**config.mk**
```make
export PLATFORM = sky130hd
export DESIGN_NAME = ldm_stm_sequencer
export DESIGN_NICKNAME = d
export VERILOG_FILES = /design/src/rtl/armv4_pkg.sv /design/src/rtl/lsb_find.sv /design/src/rtl/ldm_stm_sequencer.sv
export SDC_FILE = /design/constraint.sdc
export NUM_CORES = 1
export LEC_CHECK = 0
export ABC_CLOCK_PERIOD_IN_PS = 3700
export CAP_MARGIN = 20
export CELL_PAD_IN_SITES_DETAIL_PLACEMENT = 0
export CELL_PAD_IN_SITES_GLOBAL_PLACEMENT = 1
export CORE_ASPECT_RATIO = 1.5
export CORE_MARGIN = 2
export CORE_UTILIZATION = 50
export CTS_BUF_LIST = sky130_fd_sc_hd__clkbuf_8
export DETAILED_ROUTE_END_ITERATION = 8
export DONT_BUFFER_PORTS = 1
export HOLD_SLACK_MARGIN = 0.1
export PLACE_DENSITY_LB_ADDON = 0.15
export SYNTH_ARGS = -nofsm -noshare
export SYNTH_HDL_FRONTEND = slang
export SYNTH_SLANG_ARGS = --single-unit
```
**constraint.sdc**
```tcl
create_clock -name clk -period 3.7 [get_ports clk]
set_input_delay 0.74 -clock clk [delete_from_list [all_inputs] [get_ports clk]]
set_output_delay 0.74 -clock clk [all_outputs]
set_load 0.01 [all_outputs]
```
**src/rtl/armv4_pkg.sv**
```systemverilog
`default_nettype none
// ============================================================================
//  Module   : armv4_pkg
//  Brief    : Shared ARMv4 constants for the block-transfer datapath:
//             transfer stride default, register-bank size and the
//             LDM/STM sequencer state encoding.
//  Revision : 1.0  initial release
// ============================================================================
package armv4_pkg;

  // Byte distance between consecutive block-transfer words.
  localparam int unsigned C_STRIDE_DEFAULT = 4;

  // Number of architectural registers addressable by a block transfer.
  localparam int unsigned C_REG_COUNT = 16;

  // LDM/STM sequencer states.
  typedef enum logic [1:0] {
    ST_IDLE  = 2'd0,
    ST_XFER  = 2'd1,
    ST_WBACK = 2'd2,
    ST_DONE  = 2'd3
  } ldm_state_e;

endpackage
`default_nettype wire

```
**src/rtl/lsb_find.sv**
```systemverilog
`default_nettype none
// ============================================================================
//  Module   : lsb_find
//  Brief    : Lowest-set-bit finder, 16-bit vector to 4-bit index plus a
//             valid flag. Index is 0 when the vector is empty.
//  Revision : 1.0  initial release
// ============================================================================
module lsb_find
  import armv4_pkg::*;
(
  input  logic [15:0] i_vec,
  output logic [3:0]  o_idx,
  output logic        o_valid
);

  // Scan from the top down so the lowest set bit is the last one written.
  always_comb begin
    o_idx   = 4'd0;
    o_valid = 1'b0;
    for (int i = int'(C_REG_COUNT) - 1; i >= 0; i--) begin
      if (i_vec[i]) begin
        o_idx   = 4'(i);
        o_valid = 1'b1;
      end
    end
  end

endmodule
`default_nettype wire

```
**src/rtl/ldm_stm_sequencer.sv**
```systemverilog
`default_nettype none
// ============================================================================
//  Module   : ldm_stm_sequencer
//  Brief    : Sequences an ARM LDM/STM block transfer: walks the register
//             mask lowest index first, issues one memory request per
//             register, strobes the register bank on loads and performs the
//             optional base-register writeback.
//  Revision : 1.0  initial release
// ============================================================================
module ldm_stm_sequencer
  import armv4_pkg::*;
#(
  parameter int unsigned STRIDE = C_STRIDE_DEFAULT
) (
  input  logic        clk,
  input  logic        rst_n,
  input  logic        start,
  input  logic        is_load,
  input  logic        up,
  input  logic        pre,
  input  logic        writeback,
  input  logic [15:0] reg_list,
  input  logic [3:0]  base_reg,
  input  logic [31:0] base_addr,
  input  logic        mem_ack,
  output logic        mem_req,
  output logic        mem_we,
  output logic [31:0] mem_addr,
  output logic [3:0]  reg_idx,
  output logic        latch_reg,
  output logic        data_sel,
  output logic [31:0] wb_data,
  output logic        busy,
  output logic        done
);

  localparam logic [31:0] C_STRIDE = 32'(STRIDE);

  ldm_state_e  state_q, state_d;
  logic [15:0] mask_q, mask_d;
  logic        is_load_q, is_load_d;
  logic        wb_eff_q, wb_eff_d;
  logic [3:0]  base_reg_q, base_reg_d;
  logic        mem_req_q, mem_req_d;
  logic        mem_we_q, mem_we_d;
  logic [31:0] mem_addr_q, mem_addr_d;
  logic [3:0]  reg_idx_q, reg_idx_d;
  logic        data_sel_q, data_sel_d;
  logic [31:0] wb_data_q, wb_data_d;
  logic        busy_q, busy_d;
  logic        done_q, done_d;

  logic [4:0]  w_count;
  logic [31:0] w_span;
  logic [31:0] w_first_addr;
  logic [31:0] w_wb_val;
  logic [15:0] w_mask_rest;
  logic [3:0]  w_lsb_idx;
  logic        w_lsb_valid;

  // Register count of the incoming list and the byte span it covers.
  always_comb begin
    w_count = 5'd0;
    for (int i = 0; i < int'(C_REG_COUNT); i++) begin
      w_count = w_count + 5'(reg_list[i]);
    end
    w_span = C_STRIDE * {27'd0, w_count};
  end

  // Lowest address of the block and the final base value, for all four modes.
  always_comb begin
    unique case ({up, pre})
      2'b10:   w_first_addr = base_addr;                      // IA
      2'b11:   w_first_addr = base_addr + C_STRIDE;           // IB
      2'b00:   w_first_addr = base_addr - w_span + C_STRIDE;  // DA
      default: w_first_addr = base_addr - w_span;             // DB
    endcase
    w_wb_val = up ? (base_addr + w_span) : (base_addr - w_span);
  end

  // Remaining mask with the register currently on the bus removed.
  assign w_mask_rest = mask_q & (mask_q - 16'd1);

  // Next register to transfer is always the lowest bit of the next mask.
  lsb_find u_lsb_find (
    .i_vec   (mask_d),
    .o_idx   (w_lsb_idx),
    .o_valid (w_lsb_valid)
  );

  // Next-state and next-output logic for the transfer sequencer.
  always_comb begin
    state_d    = state_q;
    mask_d     = mask_q;
    is_load_d  = is_load_q;
    wb_eff_d   = wb_eff_q;
    base_reg_d = base_reg_q;
    mem_req_d  = mem_req_q;
    mem_we_d   = mem_we_q;
    mem_addr_d = mem_addr_q;
    reg_idx_d  = reg_idx_q;
    data_sel_d = data_sel_q;
    wb_data_d  = wb_data_q;
    busy_d     = busy_q;
    done_d     = done_q;

    unique case (state_q)
      ST_IDLE: begin
        if (start) begin
          is_load_d  = is_load;
          base_reg_d = base_reg;
          // A load that includes the base register wins over writeback.
          wb_eff_d   = writeback & ~(is_load & reg_list[base_reg]);
          mask_d     = reg_list;
          wb_data_d  = w_wb_val;
          busy_d     = 1'b1;
          data_sel_d = 1'b0;
          if (w_lsb_valid) begin
            state_d    = ST_XFER;
            mem_req_d  = 1'b1;
            mem_we_d   = ~is_load;
            mem_addr_d = w_first_addr;
            reg_idx_d  = w_lsb_idx;
          end else begin
            state_d   = ST_DONE;
            done_d    = 1'b1;
            reg_idx_d = 4'd0;
          end
        end
      end

      ST_XFER: begin
        if (mem_ack) begin
          mask_d = w_mask_rest;
          if (w_lsb_valid) begin
            mem_addr_d = mem_addr_q + C_STRIDE;
            reg_idx_d  = w_lsb_idx;
          end else begin
            mem_req_d = 1'b0;
            mem_we_d  = 1'b0;
            if (wb_eff_q) begin
              state_d    = ST_WBACK;
              data_sel_d = 1'b1;
              reg_idx_d  = base_reg_q;
            end else begin
              state_d   = ST_DONE;
              done_d    = 1'b1;
              reg_idx_d = 4'd0;
            end
          end
        end
      end

      ST_WBACK: begin
        state_d    = ST_DONE;
        data_sel_d = 1'b0;
        done_d     = 1'b1;
        reg_idx_d  = 4'd0;
      end

      ST_DONE: begin
        state_d = ST_IDLE;
        done_d  = 1'b0;
        busy_d  = 1'b0;
      end

      default: begin
        state_d = ST_IDLE;
      end
    endcase
  end

  // State and registered outputs; reset abandons any transfer in flight.
  always_ff @(posedge clk or negedge rst_n) begin
    if (!rst_n) begin
      state_q    <= ST_IDLE;
      mask_q     <= 16'd0;
      is_load_q  <= 1'b0;
      wb_eff_q   <= 1'b0;
      base_reg_q <= 4'd0;
      mem_req_q  <= 1'b0;
      mem_we_q   <= 1'b0;
      mem_addr_q <= 32'd0;
      reg_idx_q  <= 4'd0;
      data_sel_q <= 1'b0;
      wb_data_q  <= 32'd0;
      busy_q     <= 1'b0;
      done_q     <= 1'b0;
    end else begin
      state_q    <= state_d;
      mask_q     <= mask_d;
      is_load_q  <= is_load_d;
      wb_eff_q   <= wb_eff_d;
      base_reg_q <= base_reg_d;
      mem_req_q  <= mem_req_d;
      mem_we_q   <= mem_we_d;
      mem_addr_q <= mem_addr_d;
      reg_idx_q  <= reg_idx_d;
      data_sel_q <= data_sel_d;
      wb_data_q  <= wb_data_d;
      busy_q     <= busy_d;
      done_q     <= done_d;
    end
  end

  // Bank strobe must coincide with the acknowledging cycle, so it is decoded.
  assign latch_reg = ((state_q == ST_XFER) & is_load_q & mem_ack) |
                     (state_q == ST_WBACK);

  assign mem_req  = mem_req_q;
  assign mem_we   = mem_we_q;
  assign mem_addr = mem_addr_q;
  assign reg_idx  = reg_idx_q;
  assign data_sel = data_sel_q;
  assign wb_data  = wb_data_q;
  assign busy     = busy_q;
  assign done     = done_q;

endmodule
`default_nettype wire

```
## After elaboration in Yosys (flattened, before gate mapping)

Cells that the tools add are included.

- Add/subtract/negate cells: 21
- Multipliers: 0
- Div/mod/pow operators: 0
- Magnitude comparators: 1
- Equal/unequal tests: 13
- Shift-type cells: 0
- Multiplexer cells: 77
- Bitwise operators: 8
- Reduce and logical (&&, ||, !) cells: 13

Operator list:

| kind | count |
|---|---|
| 32-bit two-way mux | 5 |
| 32-bit by 3-bit adder with 32-bit output, second input constant | 3 |
| 32-bit one-hot mux with 3 select lines | 1 |
| 4-bit two-way mux | 21 |
| 32-bit one-hot mux with 2 select lines | 1 |
| 5-bit by 1-bit adder with 5-bit output | 11 |
| 1-bit two-way mux | 34 |
| 32-bit by 7-bit adder with 32-bit output | 1 |
| 16-bit two-way mux | 2 |
| 16-bit one-hot mux with 2 select lines | 1 |
| 32-bit by 7-bit subtractor with 32-bit output | 1 |
| 5-bit AND reduction | 4 |
| 16-bit bitwise AND | 1 |
| 16-bit by 1-bit subtractor with 16-bit output, second input constant | 1 |
| 2-bit inequality test, second input constant | 6 |
| 4-bit one-hot mux with 3 select lines | 1 |
| 2-bit equality test, second input constant | 4 |
| 2-bit two-way mux | 4 |
| 2-bit one-hot mux with 4 select lines | 1 |
| 1-bit one-hot mux with 2 select lines | 3 |
| 3-bit AND reduction | 2 |
| 4-bit by 1-bit adder with 5-bit output | 1 |
| 4-bit by 5-bit < comparator with 1-bit output, second input constant | 1 |
| 3-bit by 1-bit adder with 4-bit output | 1 |
| 14 further kinds | 22 |

- Flip-flop bits (word level): 97
- Bits in latches: 0
- Bits in writable memories: 0
- Memory bits (read-only): 0
- Input bits: 60
- Logic and storage cells: 146
- Memories kept: 0

## Longest topological paths before layout

- Depth in word-level cells: 23
- Gate-level depth with buffers: 25

## Modules after synthesis

A second synthesis with hierarchy kept.

- Cells, all modules: 1159
- Area total of the unflattened synthesis: 8941.1 µm²

By module, submodules not included:

| module | instances | cells an instance | area an instance (µm²) | seq. area each (µm²) |
|---|---|---|---|---|
| ldm_stm_sequencer | 1 | 1126 | 8762.2 | 2427.3 |
| lsb_find | 1 | 33 | 178.9 | 0.0 |

## Worst setup path before layout

No wires, ideal clock.

- Kind: input to register
- Start point: input reg_list[0]
- End point: register mem_addr_q[23], in the netlist mem_addr[23]
- Arrival: 6.514 ns
- Data required time: 3.577 ns
- Path slack: -2.937 ns
- Stages on the path: 21
- Cells stage by stage: inv_1 -> fa_1 -> fa_1 -> fa_1 -> fa_1 -> inv_1 -> ha_1 -> fa_1 -> a21o_1 -> and2_1 -> ha_1 -> nor2_1 -> a21o_2 -> or4_1 -> buf_2 -> or4_4 -> a31o_1 -> nor4b_4 -> mux2i_1 -> o21ai_1 -> o221a_1

- Longest elaborated chain between the ends: 21
- Elaborated cells on any way between the ends: 27

Ends and longest elaborated chain:

| what | RTL line | text |
|---|---|---|
| start: declaration | ldm_stm_sequencer.sv:22 | `input logic [15:0] reg_list,` |
| 1-bit by 1-bit adder with 2-bit output | ldm_stm_sequencer.sv:65 | `w_count = w_count + 5'(reg_list[i]);` |
| 2-bit by 1-bit adder with 3-bit output | ldm_stm_sequencer.sv:65 |  |
| 3-bit by 1-bit adder with 4-bit output | ldm_stm_sequencer.sv:65 |  |
| 4-bit by 1-bit adder with 5-bit output | ldm_stm_sequencer.sv:65 |  |
| 5-bit by 1-bit adder with 5-bit output (11 in series) | ldm_stm_sequencer.sv:65 |  |
| 32-bit by 7-bit subtractor with 32-bit output | ldm_stm_sequencer.sv:75, ldm_stm_sequencer.sv:76 |  |
| 32-bit by 3-bit adder with 32-bit output | ldm_stm_sequencer.sv:75 | `2'b00: w_first_addr = base_addr - w_span + C_STRIDE;` |
| 32-bit one-hot mux with 3 select lines | ldm_stm_sequencer.sv:72 | `unique case ({up, pre})` |
| 32-bit two-way mux | ldm_stm_sequencer.sv:118 | `if (w_lsb_valid) begin` |
| 32-bit two-way mux | ldm_stm_sequencer.sv:109 | `if (start) begin` |
| 32-bit one-hot mux with 2 select lines | ldm_stm_sequencer.sv:107 | `unique case (state_q)` |
| end signal: assignment | ldm_stm_sequencer.sv:197 | `mem_addr_q <= mem_addr_d;` |
| end: declaration | ldm_stm_sequencer.sv:46 | `logic [31:0] mem_addr_q, mem_addr_d;` |

Parallel ways exist; a longest one is shown, timed or not. The select of a mux whose other input is x is not followed.
A chain may end at the register's enable or synchronous reset.

## Final worst setup path

- Start point: input reg_list[1]
- End point: register mem_addr_q[18], in the netlist mem_addr[18]

The elaborated chain is that of the path after synthesis.

==> flow_metrics.py <==
metrics = {
    "clocking": {
        "clkTransAtPathRegs_ns": 0.09,
        "cts.path.max_buffers": 2,
        "numClockSinks": 97,
        "cts_tree": "yes",
        "insertion_delay_ns": 0.38,
        "cts-root-buf": "clkbuf_8",
        "cts_made_buffers": 9,
        "htreeDepth": 3,
    },
    "logic_synthesis": {
        "ys_top_cells_by_count": "nand2_1, dfrtp_1, nor2_1, a21oi_1, o21ai_0",
        "ys_top_cells_by_area": "dfrtp_1, nand2_1, xnor2_1",
        "yosys_warnings": 0,
        "ys_ff_latch": 97,
        "synthesis.area_mm2": 0.00966,
        "synth_cell_types": 100,
        "synth-seq-area-share_pct": 25.1,
        "synth-edff-count": 0,
        "synth_cells": 1240,
        "yosysMostFrequentCell": "nand2_1",
        "synth_top_cell_by_area": "dfrtp_1",
        "ys.flop_type": "dfrtp_1",
        "synth_top_area_share_pct": 25.1,
        "syn_area_per_cell_um2": 7.79,
        "async_reset_ff_share_pct": 100,
        "syn_nets": 1337,
    },
    "sta": {
        "whs_ns": 0.286,
        "setup_viol": 59,
        "timing.final.crit_share_pct": 168,
        "maxSlewViolCount": 0,
        "rsz0062_at_grt": "yes",
        "relSlewSlack_pct": 60.6,
        "fin_tns_setup_ns": -114.48,
        "finalHoldViolCount": 0,
        "worst_pin_slew_ns": 0.591,
        "fin_ws_ns": -2.50,
        "clock.fmax_ghz": 0.161,
        "finalCriticalPeriod_ns": 6.20,
        "fin_worst_skew_ns": 0.0150,
    },
    "floorplan": {
        "rows": 62,
        "boundaryPins": 134,
        "core_area_mm2": 0.0191,
        "initial_utilization_pct": 50.6,
        "dieArea_mm2": 0.0205,
        "die_h_um": 174,
        "die_x_um": 117,
    },
    "setup_path": {
        "endpoint_kind": "flop",
        "criticalPathCategory": "input port to flop",
        "startpoint_type": "input port",
        "r2r-end": "mem_addr[14]$_DFFE_PN0P_",
        "rrSetupSlack_ns": 0.12,
        "arrival_ns": 6.52,
        "crit_fanout": 5,
        "rr_worst_depth": 12,
        "worstReg2RegStart": "mask_q[0]$_DFF_PN0_",
        "cp.required_ns": 4.02,
    },
    "detailed_routing": {
        "firstDrtPassIters": 5,
        "drt_iter0_drc": 1045,
        "viasPerCell": 6.40,
        "drc_errors": 0,
        "dr_total_vias": 10900,
        "antenna_left": 0,
        "wl_per_cell_um": 23.2,
        "routed_wl_mm": 39.4,
    },
    "run_status": {
        "status": "finished, violations left",
        "violations": "setup timing",
    },
    "grt": {
        "grtUsageMet3_pct": 5.94,
        "busiest_layer": "met2",
        "met1_usage_pct": 41.8,
        "overflow": 0,
        "grt_use_total_pct": 36.9,
        "grt_max_degree": 98,
        "grt_pass1_wl_mm": 59.4,
        "antenna_found_initial": 0,
        "use_met2_pct": 65.9,
        "first_global_vias": 10700,
    },
    "place": {
        "post-place-ws_ns": -2.99,
        "gp_congestion": 1.02,
        "portBuffers": 0,
        "post-dp-hpwl_mm": 29.2,
    },
    "power": {
        "pwr-share-clk_pct": 6.9,
        "vdd_ir_drop_max_uv": 1440,
        "power.density_mw_per_mm2": 809,
        "swShare_pct": 47.3,
        "power.switching_mw": 5.16,
        "power.leakage_nw": 5.53,
        "pwr-share-comb_pct": 71.4,
        "p_int_mw": 5.74,
        "pwr-share-seq_pct": 21.7,
    },
    "cells_and_area": {
        "n_antenna_cell": 0,
        "drive_gt1_share_pct": 36.7,
        "layout.nets": 1535,
        "area_delta_synth_final_pct": 39.5,
    },
    "min_path": {
        "hp-class": "input port to async pin",
    },
    "run": {
        "maxCapViolations": 0,
    },
}
==> worst max-delay path, stage by stage <==
cell and delay [ns]:
inv_2 0.02, fa_1 0.51, fa_2 0.59, fa_2 0.48, fa_1 0.53, inv_2 0.06
ha_4 0.16, fa_2 0.34, a21o_1 0.16, and2_4 0.18, ha_4 0.31, nor2_4 0.05
a21o_2 0.22, or4_4 0.53, or4_4 0.46, a31o_4 0.25, buf_4 0.13, buf_6 0.12
nor3_4 0.24, xnor2_1 0.11, o211ai_2 0.15, o2111a_1 0.17
==> metal layers <==
layer	vias up	wire length [um]
met3	160	2680
met1	5236	14700
met2	564	19700
met5	-	0
li1	4920	-
met4	0	2380
==> per-stage QoR <==
stage / total power [mW] / cell area [um2] / instances / util (%)
2_1_floorplan: 5.83 / 10000 / 1240 / -
3_3_place_gp: 8.10 / 11500 / 1633 / 60.3
3_5_place_dp: 8.20 / 11500 / 1633 / 60.3
4_1_cts: 10.2 / 12900 / 1680 / 67.7
5_1_grt: 11.5 / 13500 / 1699 / 70.6
6_report: 10.9 / 13500 / 1699 / 70.6
==> area by class of cell <==
| type | count | area, um2 |
|---|---|---|
| multi-input combinational | 995 | 7950 |
| fill | 1522 | 5610 |
| sequential | 97 | 2430 |
| timing repair buffer | 270 | 2290 |
| tap | 256 | 320 |
| inverter | 65 | 272 |
| clock buffer | 12 | 165 |
| clock inverter | 4 | 51.3 |
==> how the worst max path moves through the flow <==
stage | startpoint | to | slack, ns | cells past startpoint
after CTS | reg_list[3] | mem_addr[23]$_DFFE_PN0P_ | -2.42 | 21
after global routing | reg_list[9] | mem_addr[23]$_DFFE_PN0P_ | -2.60 | 21
after floorplan | reg_list[11] | mem_addr[29]$_DFFE_PN0P_ | -2.60 | 21
after detailed placement | reg_list[0] | mem_addr[31]$_DFFE_PN0P_ | -2.99 | 21
after global placement | reg_list[0] | mem_addr[31]$_DFFE_PN0P_ | -2.92 | 21
final | reg_list[1] | mem_addr[18]$_DFFE_PN0P_ | -2.50 | 22
==> cells in the final DEF (no fill, tap or decap), types with 7 or more instances in the layout <==
cell      count
ha_1         12
nand2_1     143
ha_4         10
a21o_1       11
nand3_1      40
buf_6        55
o21ai_2       7
o21ai_1      44
o211ai_1     13
buf_4       211
a21oi_1      63
nand2b_1     11
o21ai_0      38
and3_1       18
xnor2_2      17
a31oi_1      18
nor2_4       11
and2_1        9
mux2i_1      12
o221ai_1      7
nor3_1       38
nand4_1      23
clkbuf_8     12
nor3_4        7
a211oi_1      7
or3_1         8
nor2_1       73
nor4_1       20
dfrtp_1      97
xor2_1       24
xnor2_1      32
a21oi_2      11
nor4_2        7
a22oi_1       8
fa_1          7
inv_1        54
nor4_4        9
==> sequential cells by signal, summed over array words and instances, names as in the netlist <==
signal,count
mask_q,16
wb_data,32
state_q,2
busy,1
base_reg_q,4
mem_addr,32
wb_eff_q,1
mem_req,1
is_load_q,1
data_sel,1
mem_we,1
done,1
reg_idx,4
==> timing repair <==
item	in CTS	in global routing
endpoints found under the hold margin	97	0
gates resized for setup	213	86
setup buffers	30	23
hold buffers	1	0
pin swaps	93	67
endpoints found under the setup margin	59	63
==> cell families after synthesis <==
group	share of synthesized area [%]
simple gates	27.8
compound gates	23.9
mux	3.10
flops	25.1
fa+ha+maj	5.73
xor+xnor	7.07
buf+inv	7.33
==> power by group through the flow <==
stage                     Sequential (mW)  Combinational (mW)  Clock (mW)
after global routing                 2.42                8.27       0.803
after floorplan                      2.14                3.69           0
after global placement               2.36                5.74           0
final                                2.36                7.78       0.751
after detailed placement             2.37                5.83           0
after CTS                            2.35                7.10       0.764
Note: power is estimated with default switching activity, not from simulation.
